**src/rtl/hilo_div_ctrl_pkg.sv**
```systemverilog
// hilo_pkg: op codes and FSM state encoding shared by the HI/LO divide controller
package hilo_pkg;
    localparam logic [2:0] OP_NONE  = 3'd0;
    localparam logic [2:0] OP_DIV   = 3'd1;
    localparam logic [2:0] OP_DIVU  = 3'd2;
    localparam logic [2:0] OP_MULT  = 3'd3;
    localparam logic [2:0] OP_MULTU = 3'd4;
    localparam logic [2:0] OP_MTHI  = 3'd5;
    localparam logic [2:0] OP_MTLO  = 3'd6;
    typedef enum logic [1:0] {IDLE = 2'd0, BUSY = 2'd1, DRAIN = 2'd2} state_e;
endpackage

```
**src/rtl/hilo_div_ctrl_if.sv**
```systemverilog
// hilo_div_if: Start/Ready handshake bundle between the controller and the external divider
interface hilo_div_if;
    logic        div_start;
    logic        div_signed;
    logic [31:0] div_a;
    logic [31:0] div_b;
    logic        div_annul;
    logic        div_ready;
    logic [63:0] div_result;
    modport master (output div_start, div_signed, div_a, div_b, div_annul, input div_ready, div_result);
    modport slave (input div_start, div_signed, div_a, div_b, div_annul, output div_ready, div_result);
endinterface

```
**src/rtl/hilo_div_ctrl_mul.sv**
```systemverilog
// hilo_mul: combinational 32x32->64 multiplier, signed or unsigned
module hilo_mul (
    input  logic [31:0] a_i,
    input  logic [31:0] b_i,
    input  logic        sgn_i,
    output logic [63:0] p_o
);
    logic signed [63:0] ax, bx;
    assign ax  = {{32{sgn_i & a_i[31]}}, a_i};
    assign bx  = {{32{sgn_i & b_i[31]}}, b_i};
    assign p_o = ax * bx;
endmodule

```
**src/rtl/hilo_div_ctrl.sv**
```systemverilog
// hilo_div_ctrl: sequences the shared divider and owns architectural HI/LO for EX
module hilo_div_ctrl
    import hilo_pkg::*;
#(
    parameter int TIMEOUT = 15,
    parameter int CW      = 4
) (
    input  logic        clk,
    input  logic        rst,
    input  logic        req_valid,
    input  logic [2:0]  req_op,
    input  logic [31:0] req_a,
    input  logic [31:0] req_b,
    input  logic        flush,
    output logic        stall_o,
    output logic [31:0] hi_o,
    output logic [31:0] lo_o,
    output logic        err_o,
    hilo_div_if.master  div
);
    state_e      state_q, state_d;
    logic [CW-1:0] wd_q, wd_d;
    logic [31:0] hi_q, hi_d, lo_q, lo_d, a_q, a_d, b_q, b_d;
    logic        start_q, start_d, sgn_q, sgn_d, annul_q, annul_d, err_q, err_d;
    logic [63:0] prod;
    logic        acc, is_div, div_go;
    hilo_mul u_mul (.a_i(req_a), .b_i(req_b), .sgn_i(req_op == OP_MULT), .p_o(prod));
    assign acc     = req_valid & ~flush;
    assign is_div  = (req_op == OP_DIV) | (req_op == OP_DIVU);
    assign div_go  = (state_q == IDLE) & acc & is_div & (req_b != '0);
    assign stall_o = (state_q == BUSY) | div_go;
    always_comb begin
        state_d = state_q;
        wd_d    = wd_q;
        hi_d    = hi_q;
        lo_d    = lo_q;
        a_d     = a_q;
        b_d     = b_q;
        sgn_d   = sgn_q;
        start_d = start_q;
        annul_d = 1'b0;
        err_d   = 1'b0;
        case (state_q)
            IDLE: begin
                if (div_go) begin
                    a_d     = req_a;
                    b_d     = req_b;
                    sgn_d   = req_op == OP_DIV;
                    start_d = 1'b1;
                    wd_d    = '0;
                    state_d = BUSY;
                end else if (acc & ((req_op == OP_MULT) | (req_op == OP_MULTU))) begin
                    {hi_d, lo_d} = prod;
                end else if (acc & (req_op == OP_MTHI)) begin
                    hi_d = req_a;
                end else if (acc & (req_op == OP_MTLO)) begin
                    lo_d = req_a;
                end
            end
            BUSY: begin
                wd_d = wd_q + 1'b1;
                // flush wins over a same-cycle ready so a killed divide never lands in HI/LO
                if (flush) begin
                    start_d = 1'b0;
                    annul_d = 1'b1;
                    state_d = IDLE;
                end else if (div.div_ready) begin
                    {hi_d, lo_d} = div.div_result;
                    start_d      = 1'b0;
                    state_d      = DRAIN;
                end else if (wd_q == CW'(TIMEOUT - 1)) begin
                    start_d = 1'b0;
                    annul_d = 1'b1;
                    err_d   = 1'b1;
                    state_d = IDLE;
                end
            end
            default: state_d = IDLE;
        endcase
    end
    always_ff @(posedge clk) begin
        if (rst) begin
            state_q <= IDLE;
            wd_q    <= '0;
            hi_q    <= '0;
            lo_q    <= '0;
            a_q     <= '0;
            b_q     <= '0;
            sgn_q   <= 1'b0;
            start_q <= 1'b0;
            annul_q <= 1'b0;
            err_q   <= 1'b0;
        end else begin
            state_q <= state_d;
            wd_q    <= wd_d;
            hi_q    <= hi_d;
            lo_q    <= lo_d;
            a_q     <= a_d;
            b_q     <= b_d;
            sgn_q   <= sgn_d;
            start_q <= start_d;
            annul_q <= annul_d;
            err_q   <= err_d;
        end
    end
    assign hi_o           = hi_q;
    assign lo_o           = lo_q;
    assign err_o          = err_q;
    assign div.div_start  = start_q;
    assign div.div_signed = sgn_q;
    assign div.div_a      = a_q;
    assign div.div_b      = b_q;
    assign div.div_annul  = annul_q;
endmodule

```
**src/flat_wrapper.sv**
```systemverilog
// flat-port wrapper written by rule: the top's interface ports become plain ports
module hilo_div_ctrl_flat import hilo_pkg::*;
#(
    parameter int TIMEOUT = 15,
    parameter int CW      = 4
)
  (clk, rst, req_valid, req_op, req_a, req_b, flush, stall_o, hi_o, lo_o, err_o, div_div_start, div_div_signed, div_div_a, div_div_b, div_div_annul, div_div_ready, div_div_result);
  hilo_div_if div_i ();
  input  logic clk;
  input  logic rst;
  input  logic req_valid;
  input  logic [2:0] req_op;
  input  logic [31:0] req_a;
  input  logic [31:0] req_b;
  input  logic flush;
  output logic stall_o;
  output logic [31:0] hi_o;
  output logic [31:0] lo_o;
  output logic err_o;
  output wire logic [$bits(div_i.div_start)-1:0] div_div_start;
  output wire logic [$bits(div_i.div_signed)-1:0] div_div_signed;
  output wire logic [$bits(div_i.div_a)-1:0] div_div_a;
  output wire logic [$bits(div_i.div_b)-1:0] div_div_b;
  output wire logic [$bits(div_i.div_annul)-1:0] div_div_annul;
  input wire logic [$bits(div_i.div_ready)-1:0] div_div_ready;
  input wire logic [$bits(div_i.div_result)-1:0] div_div_result;
  assign div_div_start = div_i.div_start;
  assign div_div_signed = div_i.div_signed;
  assign div_div_a = div_i.div_a;
  assign div_div_b = div_i.div_b;
  assign div_div_annul = div_i.div_annul;
  assign div_i.div_ready = div_div_ready;
  assign div_i.div_result = div_div_result;
  hilo_div_ctrl #(.TIMEOUT(TIMEOUT), .CW(CW)) u_core (.clk(clk), .rst(rst), .req_valid(req_valid), .req_op(req_op), .req_a(req_a), .req_b(req_b), .flush(flush), .stall_o(stall_o), .hi_o(hi_o), .lo_o(lo_o), .err_o(err_o), .div(div_i));
endmodule
```
**config.mk**
```make
export PLATFORM = sky130hd
export DESIGN_NAME = hilo_div_ctrl_flat
export DESIGN_NICKNAME = d
export VERILOG_FILES = /design/src/rtl/hilo_div_ctrl_pkg.sv /design/src/rtl/hilo_div_ctrl_if.sv /design/src/rtl/hilo_div_ctrl_mul.sv /design/src/rtl/hilo_div_ctrl.sv /design/src/flat_wrapper.sv
export SDC_FILE = /design/constraint.sdc
export NUM_CORES = 2
export LEC_CHECK = 0
export BUFFER_PORTS_ARGS = -buffer_cell sky130_fd_sc_hd__clkbuf_2
export CAP_MARGIN = 10
export CELL_PAD_IN_SITES_DETAIL_PLACEMENT = 1
export CELL_PAD_IN_SITES_GLOBAL_PLACEMENT = 2
export CORE_AREA = 2 2 228 455
export CTS_CLUSTER_DIAMETER = 150
export DETAILED_ROUTE_END_ITERATION = 7
export DIE_AREA = 0 0 230 457
export PLACE_DENSITY = 0.95
export SLEW_MARGIN = 40
export SYNTH_ARGS = -nofsm -noshare
export SYNTH_HDL_FRONTEND = slang
export SYNTH_SLANG_ARGS = --single-unit
```
**constraint.sdc**
```tcl
create_clock -name clk -period 15.3 [get_ports clk]
set_input_delay 2.295 -clock clk [delete_from_list [all_inputs] [get_ports clk]]
set_output_delay 2.295 -clock clk [all_outputs]
set_load 0.01 [all_outputs]
```
==> run_results.csv <==
group,metric,value,unit
logic_synthesis,synthesis.nets,6553,
critical_path,crit_required,15.74,ns
cts,cts_tree,"yes",
sta,clock_skew,0.0123,ns
routing,dr.pass1.iters,5,
critical_path,crit_type,"in2reg",
logic_synthesis,synth.top_cell.area_share,0.506,
logic_synthesis,synthCells,5078,
grt,grt_start_max_net_pins,83,
logic_synthesis,async_flop_share,0,
sta,timing_hold_violations_final,0,
sta,maxSlewViolCount,0,
logic_synthesis,netlist_area,0.0445,mm^2
logic_synthesis,ys_seq_area_frac,0.0621,
critical_path,crit_top_cell,"fa_1",
logic_synthesis,synth_edf_count,0,
cells_and_area,final_layout_size_suffix_gt1_frac,0.0811,
cells_and_area,area_growth,6.55,%
routing,wirelength,167,mm
logic_synthesis,synth_area_leaders,"fa_1, inv_1, nand2_1, dfxtp_1, ha_1",
critical_path,path_max_fanout,54,
flow_run,max_cap_viol_count,0,
sta,rsz0062_at_grt,"false",
grt,grt_pass1_vias,42512,
grt,grt_usage,0.329,
grt,grt_pass1_wl,257,mm
cts,postCtsSetupBuffers,0,
floorplanning,start_util,0.437,
cts,cts_max_path_buffers,2,
logic_synthesis,synth_cell_types,79,
logic_synthesis,syn_avg_cell_area,8.77,um^2
sta,worst_slew_pin_slew,0.835,ns
cts,htreeDepth,4,
sta,fin_crit,11.19,ns
floorplanning,rows,166,
critical_path,cp_slowest_cell,"fa_1",
logic_synthesis,synth_seq_cells,138,
routing,ant_nets,0,
floorplanning,fp.dieH,457,um
critical_path,cp-start-kind,"input pin",
floorplanning,coreArea,0.102,mm^2
logic_synthesis,synth_flop_cell,"dfxtp_1",
place,numPortBuffers,268,
critical_path,critPathArrivalTime,11.63,ns
floorplanning,die_area,0.105,mm^2
routing,drt_iter0_drc,2578,
hold_path,hold_path_class,"reg2reg",
sta,finalCritPeriodShare,0.731,
cts,numCtsBuffers,17,
sta,maxSlewHeadroom,0.435,
sta,layout_setup_ws,4.11,ns
logic_synthesis,yosys.area.top_type,"fa_1",
routing,drc,0,
routing,vias_per_cell,5.63,
place,pre_cts_ws,3.70,ns
floorplanning,die_w,230,um
sta,final-setup-viol-count,0,
routing,vias,36364,
grt,globalRouteOverflowTotal,0,
sta,fmax,0.0894,GHz
cts,clock_latency,0.50,ns
grt,antenna_found_initial,13,
place,routabilityCongestion,0.983,
routing,post_drt_wl_per_cell,25.9,um
sta,final.setup.tns,0,ns
cts,cts_root_buf,"clkbuf_16",
cts,hold_buffers,0,
cts,clk_pin_slew_worst_paths,0.07,ns
critical_path,slowest_delay,0.98,ns
critical_path,end_kind,"flip-flop",
cts,cts.sinks,138,
cts,cts_resized,0,
status,outcome,"complete, no violations",
cells_and_area,nets,6569,
place,dp_hpwl,128,mm
floorplanning,ios,269,
logic_synthesis,yosys_warnings,0,
==> Yosys cell counts, types with 44 or more instances <==
| cell type | instances |
|---|---|
| inv_1 | 1146 |
| and2_1 | 308 |
| dfxtp_1 | 138 |
| o21ai_0 | 47 |
| nor3_1 | 44 |
| clkbuf_1 | 321 |
| nor2_1 | 166 |
| fa_1 | 1125 |
| ha_1 | 214 |
| xnor2_1 | 50 |
| a21oi_1 | 158 |
| nand2_1 | 922 |
| o211ai_1 | 44 |
==> worst paths after layout <==
kind	slack, ns	cells past startpoint	endpoint	start
setup / recovery	4.11	30	u_core.hi_o[25]	req_a[31]
hold / removal	0.45	2	u_core.lo_o[16]	u_core.lo_o[16]
setup reg to reg	12.35	8	u_core.hi_o[21]	u_core.state_q[1]
hold reg to reg	0.45	2	u_core.lo_o[16]	u_core.lo_o[16]
==> cells in the final DEF (no fill, tap or decap), types with 10 or more instances in the layout <==
| master | instances |
|---|---|
| a211oi_1 | 20 |
| a21o_1 | 31 |
| a21oi_1 | 158 |
| a311oi_1 | 14 |
| a31oi_1 | 11 |
| and2_1 | 308 |
| and3_1 | 27 |
| buf_4 | 71 |
| clkbuf_16 | 17 |
| clkbuf_2 | 259 |
| dfxtp_1 | 138 |
| fa_1 | 1125 |
| ha_1 | 214 |
| inv_1 | 1146 |
| mux2i_1 | 34 |
| nand2_1 | 922 |
| nand3_1 | 21 |
| nand4_1 | 22 |
| nor2_1 | 166 |
| nor3_1 | 44 |
| nor4_1 | 22 |
| o211ai_1 | 44 |
| o21a_1 | 13 |
| o21ai_0 | 46 |
| o21ai_1 | 10 |
| o21bai_1 | 11 |
| or2_2 | 10 |
| or3_1 | 10 |
| xnor2_1 | 50 |
| xor2_1 | 21 |
==> metal layers <==
layer	GRT usage	part of all wire	wire, um
met1	0.374	0.35	58300
met4	0.226	0.086	14300
met5	0	0.00016	27
met2	0.563	0.49	82700
met3	0.0546	0.073	12200
==> critical path, delay by kind of cell <==
family / cells / cell delay [ns]
XOR/XNOR: 1 / 0.10
AND/OR/NAND/NOR: 5 / 1.50
AO/OA/AOI/OAI: 6 / 1.16
buffers and inverters: 9 / 1.65
adder cells (fa/ha/maj): 9 / 4.84
==> metrics by stage <==
stage / hold WS [ns] / area (um^2) / cells / util
after global placement: 0.438 / 46800 / 6418 / 0.460
final: 0.454 / 47400 / 6458 / 0.466
after global routing: 0.477 / 47400 / 6451 / 0.466
after detailed placement: 0.447 / 46800 / 6419 / 0.460
after CTS: 0.457 / 47400 / 6451 / 0.466
after floorplan: 0.476 / 44500 / 5078 / -
==> state kept, by name, indices dropped and copies added, names as in the netlist <==
register / flops
u_core.lo_o: 32
u_core.err_o: 1
u_core.div.div_annul: 1
u_core.hi_o: 32
u_core.div.div_b: 32
u_core.div.div_a: 32
u_core.div.div_start: 1
u_core.state_q: 2
u_core.div.div_signed: 1
u_core.wd_q: 4
==> cell families (layout without fill, tap and decap cells) <==
kind of cell               count (synthesis)  count (layout)  share of synthesized area
AOI/OAI and AO/OA                        417             417                     0.0620
xor gates and xnor gates                  71              71                     0.0140
adders and majority gates               1339            1339                      0.566
buffers and inverters                   1490            1519                      0.127
DFF                                      138             138                     0.0621
muxes                                     35              35                    0.00790
other                                      0               7                          0
and+or+nand+nor                         1588            1588                      0.161
==> cell type report <==
| class | instances | area [um^2] |
|---|---|---|
| clock inverters | 14 | 128 |
| repair buffers | 340 | 1930 |
| fillers | 12053 | 54300 |
| well taps | 1344 | 1680 |
| inverters | 1147 | 4310 |
| diodes | 7 | 17.5 |
| clock buffers | 18 | 439 |
| multi-input cells | 3450 | 36200 |
| flip-flops and latches | 138 | 2760 |
Power is left out: the tool's default activity adds up to more than one toggle a clock period on the data nets, which glitch-free logic cannot reach.
